File: src/rtl/pb_irq_ctrl.sv
// pb_irq_ctrl: eight-source interrupt controller for the KCPSM6 interrupt/interrupt_ack pair.
// Collects event lines into PENDING, gates them with MASK, and runs an IDLE/REQ/SERVICE
// handshake. PENDING (+0, W1C), MASK (+1), CAUSE (+2) and EOI (+3) sit on the I/O port bus.
// Build option: define PB_IRQ_EDGE_EN for rising-edge capture of irq_src. With it undefined,
// each source is captured as a level.

module pb_irq_ctrl #(
  parameter int unsigned NUM_SRC   = 8,
  parameter logic [7:0]  BASE_PORT = 8'hF0
) (
  input  logic               clk,
  input  logic               reset,
  input  logic [NUM_SRC-1:0] irq_src,
  output logic               interrupt,
  input  logic               interrupt_ack,
  input  logic [7:0]         port_id,
  input  logic [7:0]         out_port,
  input  logic               write_strobe,
  input  logic               read_strobe,
  output logic [7:0]         in_port
);

  localparam logic [7:0] AddrPend  = BASE_PORT;
  localparam logic [7:0] AddrMask  = BASE_PORT + 8'd1;
  localparam logic [7:0] AddrCause = BASE_PORT + 8'd2;
  localparam logic [7:0] AddrEoi   = BASE_PORT + 8'd3;

  localparam logic [1:0] StIdle    = 2'd0;
  localparam logic [1:0] StReq     = 2'd1;
  localparam logic [1:0] StService = 2'd2;

  logic [NUM_SRC-1:0] pending_q, pending_d;
  logic [NUM_SRC-1:0] mask_q, mask_d;
  logic [7:0]         cause_q, cause_d;
  logic [1:0]         state_q, state_d;
  logic [7:0]         in_port_q, in_port_d;

  logic [NUM_SRC-1:0] events;
  logic [NUM_SRC-1:0] active;
  logic [NUM_SRC-1:0] w1c_bits;
  logic               req;
  logic [2:0]         cause_idx;
  logic               wr_pend, wr_mask, wr_eoi;
  logic [7:0]         pend8, mask8;

  // Reads have no side effects, so the read qualifier is intentionally not consumed.
  logic unused_read_strobe;
  assign unused_read_strobe = read_strobe;

`ifdef PB_IRQ_EDGE_EN
  logic [NUM_SRC-1:0] src_hist_q, src_hist_d;

  // Edge history: previous-cycle copy of irq_src; a 0->1 change is an event.
  always_comb begin
    src_hist_d = irq_src;
    events     = irq_src & ~src_hist_q;
  end

  // Edge-history register.
  always_ff @(posedge clk) begin
    if (reset) begin
      src_hist_q <= '0;
    end else begin
      src_hist_q <= src_hist_d;
    end
  end
`else
  // Level capture: a high source re-sets its pending bit every cycle.
  always_comb begin
    events = irq_src;
  end
`endif

  // Full 8-bit write decode; unmapped addresses fall through untouched.
  always_comb begin
    wr_pend  = write_strobe && (port_id == AddrPend);
    wr_mask  = write_strobe && (port_id == AddrMask);
    wr_eoi   = write_strobe && (port_id == AddrEoi);
    w1c_bits = wr_pend ? out_port[NUM_SRC-1:0] : '0;
  end

  // Pending and mask next state; the OR of new events after the W1C makes set win over clear.
  always_comb begin
    pending_d = (pending_q & ~w1c_bits) | events;
    mask_d    = wr_mask ? out_port[NUM_SRC-1:0] : mask_q;
    active    = pending_q & mask_q;
    req       = |active;
  end

  // Lowest-index enabled pending source; scanning downwards lets the lowest index win.
  always_comb begin
    cause_idx = 3'd0;
    for (int i = NUM_SRC - 1; i >= 0; i--) begin
      if (active[i]) begin
        cause_idx = 3'(i);
      end
    end
  end

  // Service handshake; ack is honoured only in REQ and beats a simultaneous req drop.
  always_comb begin
    state_d = state_q;
    cause_d = cause_q;
    case (state_q)
      StIdle: begin
        if (req) begin
          state_d = StReq;
        end
      end
      StReq: begin
        if (interrupt_ack) begin
          state_d = StService;
          cause_d = req ? {1'b1, 4'b0000, cause_idx} : 8'h00;
        end else if (!req) begin
          state_d = StIdle;
        end
      end
      StService: begin
        if (wr_eoi) begin
          state_d = StIdle;
        end
      end
      default: begin
        state_d = StIdle;
      end
    endcase
  end

  // Read mux, registered every cycle so data is ready on the second INPUT cycle.
  always_comb begin
    pend8                = '0;
    mask8                = '0;
    pend8[NUM_SRC-1:0]   = pending_q;
    mask8[NUM_SRC-1:0]   = mask_q;
    case (port_id)
      AddrPend:  in_port_d = pend8;
      AddrMask:  in_port_d = mask8;
      AddrCause: in_port_d = cause_q;
      default:   in_port_d = 8'h00;
    endcase
  end

  // State registers with synchronous reset; a reset in SERVICE drops straight to IDLE.
  always_ff @(posedge clk) begin
    if (reset) begin
      pending_q <= '0;
      mask_q    <= '0;
      cause_q   <= 8'h00;
      state_q   <= StIdle;
      in_port_q <= 8'h00;
    end else begin
      pending_q <= pending_d;
      mask_q    <= mask_d;
      cause_q   <= cause_d;
      state_q   <= state_d;
      in_port_q <= in_port_d;
    end
  end

  // Request is a pure state decode, so it is glitch-free toward the processor.
  always_comb begin
    interrupt = (state_q == StReq);
    in_port   = in_port_q;
  end

endmodule

File: config.mk
export PLATFORM = sky130hd
export DESIGN_NAME = pb_irq_ctrl
export DESIGN_NICKNAME = d
export VERILOG_FILES = /design/src/rtl/pb_irq_ctrl.sv
export SDC_FILE = /design/constraint.sdc
export NUM_CORES = 1
export LEC_CHECK = 0
export ABC_AREA = 1
export CORE_MARGIN = 10
export CORE_UTILIZATION = 25
export CTS_BUF_LIST = sky130_fd_sc_hd__clkbuf_16
export DETAILED_ROUTE_END_ITERATION = 6
export GPL_TIMING_DRIVEN = 1
export SLEW_MARGIN = 10
export SYNTH_ARGS = -nofsm -noshare
export SYNTH_HDL_FRONTEND = slang
export SYNTH_SLANG_ARGS = --single-unit
File: constraint.sdc
create_clock -name clk -period 1.1 [get_ports clk]
set_input_delay 0.165 -clock clk [delete_from_list [all_inputs] [get_ports clk]]
set_output_delay 0.165 -clock clk [all_outputs]
set_load 0.05 [all_outputs]
Yosys cells after proc, flatten, opt, wreduce, memory -nomap -nowiden
Cells that the tools add are included.
{"block": "word_totals", "in_bits": 29, "register_bits": 34, "out_inout_bits": 9}
{"block": "classes", "n_bitwise": 4, "reduce_logical": 7, "eq_ne": 9, "muxes": 16}
{"op": "8-bit equality test (second input constant)", "count": 4}
{"op": "3-bit two-way mux", "count": 8}
{"op": "8-bit one-hot mux with 3 select lines", "count": 1}
{"op": "8-bit AND", "count": 2}
{"op": "8-bit two-way mux", "count": 2}
{"op": "2-bit two-way mux", "count": 4}
{"op": "8-bit inverter", "count": 1}
{"op": "8-bit bitwise OR", "count": 1}
{"op": "8-bit OR reduction", "count": 1}
{"op": "2-bit one-hot mux with 3 select lines", "count": 1}
{"op": "2-bit != test (second input constant)", "count": 2}
{"op": "1-bit logical AND", "count": 3}
{"op": "3-bit != test (second input constant)", "count": 1}
{"op": "3-bit AND reduction", "count": 1}
{"op": "2-bit by 1-bit equality test with 1-bit output (second input constant)", "count": 1}
{"op": "2-bit equality test (second input constant)", "count": 1}
{"op": "2-bit logical NOT", "count": 1}
{"op": "2-bit AND reduction", "count": 1}

Logic depth before layout (Yosys ltp)
{"block": "logic_depth", "ltp_word": 10, "mapped_depth": 10}

Least setup slack after synthesis
No wires, ideal clock.
{"block": "synth_timing", "kind": "register to output", "start": "register state_q[0]", "end": "output port interrupt", "required_ns": 0.935, "stages_incl_launch_ff": 3, "n_path_buf": 0, "t_arrival_ns": 0.992, "path_slack_ns": -0.057, "cell_sequence": "dfxtp_1 > inv_1 > nor2_1"}
{"block": "synth_between", "elab_chain_len": 1}
{"element": "from (decl)", "line": "35", "text": "logic [1:0] state_q, state_d;"}
{"element": "from (signal assigned)", "line": "149", "text": "state_q <= StIdle;"}
{"element": "from (signal assigned)", "line": "155", "text": "state_q <= state_d;"}
{"element": "2-bit by 1-bit equality test with 1-bit output", "line": "162", "text": "interrupt = (state_q == StReq);"}
{"element": "to (decl)", "line": "14", "text": "output logic interrupt,"}
No other way between the ends.

Worst setup path after layout
{"block": "layout_timing", "start": "register state_q[1]", "end": "output port interrupt"}
The elaborated chain is that of the path after synthesis.

==> results.yml <==
timing:
  rsz0062_at_grt: "yes"
  finalHoldViolCount: 0
  fmax_ghz: 0.8837
  fin_worst_skew_ns: 0.004950
  period_share: 1.029
  tightest_slew_ns: 0.2929
  finalSetupViolCount: 1
  relSlewSlack: 0.8032
  final_max_slew_viol_count: 0
  worst_slack_ns: -0.03163
  layout_min_cycle_time_ns: 1.132
floorplan:
  die_h_um: 94.50
  pin_count: 38
  start_util: 0.2551
  die-area_sq_um: 8930
  die_w_um: 94.50
  rows: 27
  coreArea_sq_um: 5439
status:
  violations: "negative setup slack"
  status: "finished with violations"
grt:
  grt_overflow: 0
  grt_pass1_wl_um: 6396
  grt_use_met3: 0.03886
  grt_pass1_vias: 1400
  top_usage_layer: "met2"
  grt_max_degree: 12
  grt_util_met1: 0.1017
  met2_usage: 0.1459
  track_usage: 0.09069
  antenna_found_initial: 0
route:
  wl_um: 4166
  drc: 0
  viasPerCell: 4.306
  vias: 1434
  avgRoutedWirePerCell_um: 12.51
  ant_nets: 0
  drt_iter0_drc: 90
  drtPass1Iterations: 4
power:
  swShare: 0.2036
  clkPwrFrac: 0.520
  seq_power_share: 0.387
  leakage_nw: 1.054
  power_density_nw_per_um2: 1200
  p_total_mw: 2.901
  irDropWorstVdd_uv: 941.0
  combPwrFrac: 0.093
  intPower_mw: 2.311
  p_sw_uw: 590.6
setup_path:
  start_kind: "register"
  worstPathRequired_ns: 0.94
  crit_type: "reg2out"
  cp.arrival_ns: 0.97
  r2r_end: "cause_q[0]$_SDFFE_PP0P_"
  worstRegToRegCells: 8
  max_stage_delay_ns: 0.32
  cp-endpoint: "interrupt"
  worst-path-max-fanout: 3
  endpoint_kind: "output port"
  path_cells: "buf_6 > nor2_4 > buf_12"
  cp-startpoint: "state_q[1]$_SDFFE_PP0P_"
  r2r_start: "mask8[7]$_SDFFE_PP0P_"
  r2r_slack_ns: 0.03
  crit_path_top_delay_cell: "dfxtp_2"
synthesis:
  syn-mean-instance-area_sq_um: 7.303
  yosys.area_share.simple: 0.3138
  syn-num-nets: 219
  synth_top_family_by_area: "simple AND/OR/NAND/NOR gates"
  synthesis.area_sq_um: 1388
  synthTopCellsByArea: "dfxtp_1, nand2_1, a21oi_1"
  synth_cell_types: 26
  synthAdderAreaFrac: 0
  synthXorXnorAreaFrac: 0
  ys_seq_area_frac: 0.4328
  synthDominantCellAreaShare: 0.4328
  synth_area_leader_cell: "dfxtp_1"
  synthCells: 190
  synth.area.mux_share: 0
  ys_warn_count: 0
  synth-seq-cells: 30
  synth_compound_area_frac: 0.1677
clock_tree:
  ctsHoldBuffers: 0
  htreeDepth: 2
  clk_path_buf_depth: 2
  clk_latency_ns: 0.27
  cts_made_buffers: 5
  root_buffer: "clkbuf_16"
  cts_tree: "done"
  numClockSinks: 30
  clkSlewWorstSetupHoldPaths_ns: 0.05
min_path:
  hold_path_class: "in2reg"
  hold_depth: 6
placed_design:
  io_buffer_count: 36
  gp_congestion: 0.7869
  dp_hpwl_um: 2975
cells_and_area:
  area_delta_synth_final_pct: 74.21
  finalNetCount: 289
  fin_util: 0.4444
  antenna_cells: 0
  drive_gt1_frac: 0.3640
job:
  maxCapViolCount: 0
## registers in the layout, indices dropped and copies added (netlist names)
register and cells:
cause_q 4, mask8 8, pend8 8, state_q 2
in_port 8
## cell usage after synthesis
cell      instances
o211ai_1          3
nand2_4           1
nor3_2            1
a21oi_1          19
nand2_2           2
clkinv_2          1
buf_6             1
nor2_4            2
nor3_1            1
inv_2             1
clkbuf_1          2
o21ai_0          11
a21oi_4           1
nand4_4           1
nor2_2            1
inv_1            23
a21oi_2           3
nand4_1           2
nand2_1          50
nand3_2           1
dfxtp_1          30
o21ai_2           2
nand3_1           6
nor2_8            1
clkbuf_2          1
nor2_1           23
## area by class of cell
type / count / area, sq um
Timing Repair Buffer: 66 / 694.4
Fill cell: 558 / 3022
Multi-Input combinational cell: 132 / 760.7
Tap cell: 72 / 90.09
Inverter: 25 / 102.6
Sequential cell: 30 / 606.8
Clock inverter: 3 / 37.54
Clock buffer: 5 / 125.1
## worst max-delay path: cells and delay by family (launching register included)
| kind | cells | cell delay [ns] |
|---|---|---|
| buffers and inverters | 2 | 0.26 |
| DFF | 1 | 0.32 |
| and+or+nand+nor | 1 | 0.11 |
## through the flow
step	std cells	setup WS (ns)	setup TNS [ns]	hold slack [ns]	cell area (sq um)
after floorplan	190	-0.004579	-0.004579	0.2824	1390
after global placement	317	-0.5545	-12.71	0.4566	2092
after detailed placement	317	-0.5702	-13.15	0.4556	2092
after CTS	330	-0.05422	-0.05422	0.4634	2330
after global routing	333	-0.06288	-0.2593	0.4096	2417
final	333	-0.03163	-0.03163	0.3805	2417
## routing by layer
metal,wire (um),vias up
met1,1899,643
met2,1888,41
met5,0,-
met3,297,4
met4,80,0
li1,-,746
## cell usage in the layout, fill, tap and decap left out, types with 2 or more instances in the layout
cell type	netlist	layout
nand3_1	6	6
nand2_2	2	9
nor2_1	23	20
o21ai_1	0	2
o211ai_1	3	3
o21ai_0	11	9
inv_2	1	3
a21oi_2	3	9
nand4_1	2	2
nand2_1	50	43
inv_1	23	22
buf_12	0	12
a21oi_1	19	13
buf_6	1	4
nor2_2	1	2
nor2_4	2	4
clkbuf_2	1	7
clkbuf_16	0	5
clkdlybuf4s50_1	0	18
dfxtp_1	30	25
buf_4	0	23
dfxtp_2	0	5
## power groups by stage
stage	Clock, mW	Combinational [mW]	Sequential [mW]
after CTS	1.54	0.258	1.12
after detailed placement	0	0.252	1.14
after global placement	0	0.251	1.14
after global routing	1.57	0.289	1.13
final	1.51	0.269	1.12
after floorplan	0	0.0694	1.14
## timing repair
| action | 4_1_cts | 5_1_grt |
|---|---|---|
| gates resized for setup | 22 | 37 |
| gates cloned | 0 | 1 |
| setup buffers | 5 | 2 |
| pin swaps | 12 | 14 |
| endpoints found under the setup margin | 26 | 26 |
## worst min-delay path by stage
stage | startpoint | end
floorplan | irq_src[0] | pend8[0]$_SDFF_PP0_
global placement | cause_q[0]$_SDFFE_PP0P_ | cause_q[0]$_SDFFE_PP0P_
detailed placement | cause_q[0]$_SDFFE_PP0P_ | cause_q[0]$_SDFFE_PP0P_
CTS | cause_q[0]$_SDFFE_PP0P_ | cause_q[0]$_SDFFE_PP0P_
global route | port_id[2] | in_port[6]$_SDFF_PP0_
finish | port_id[2] | in_port[6]$_SDFF_PP0_
## logic make-up after synthesis
family                 Yosys count
AND/OR/NAND/NOR                 92
buffers and inverters           29
flip-flops                      30
AO/OA/AOI/OAI                   39
No activity file was read; power rests on OpenSTA's default activity.
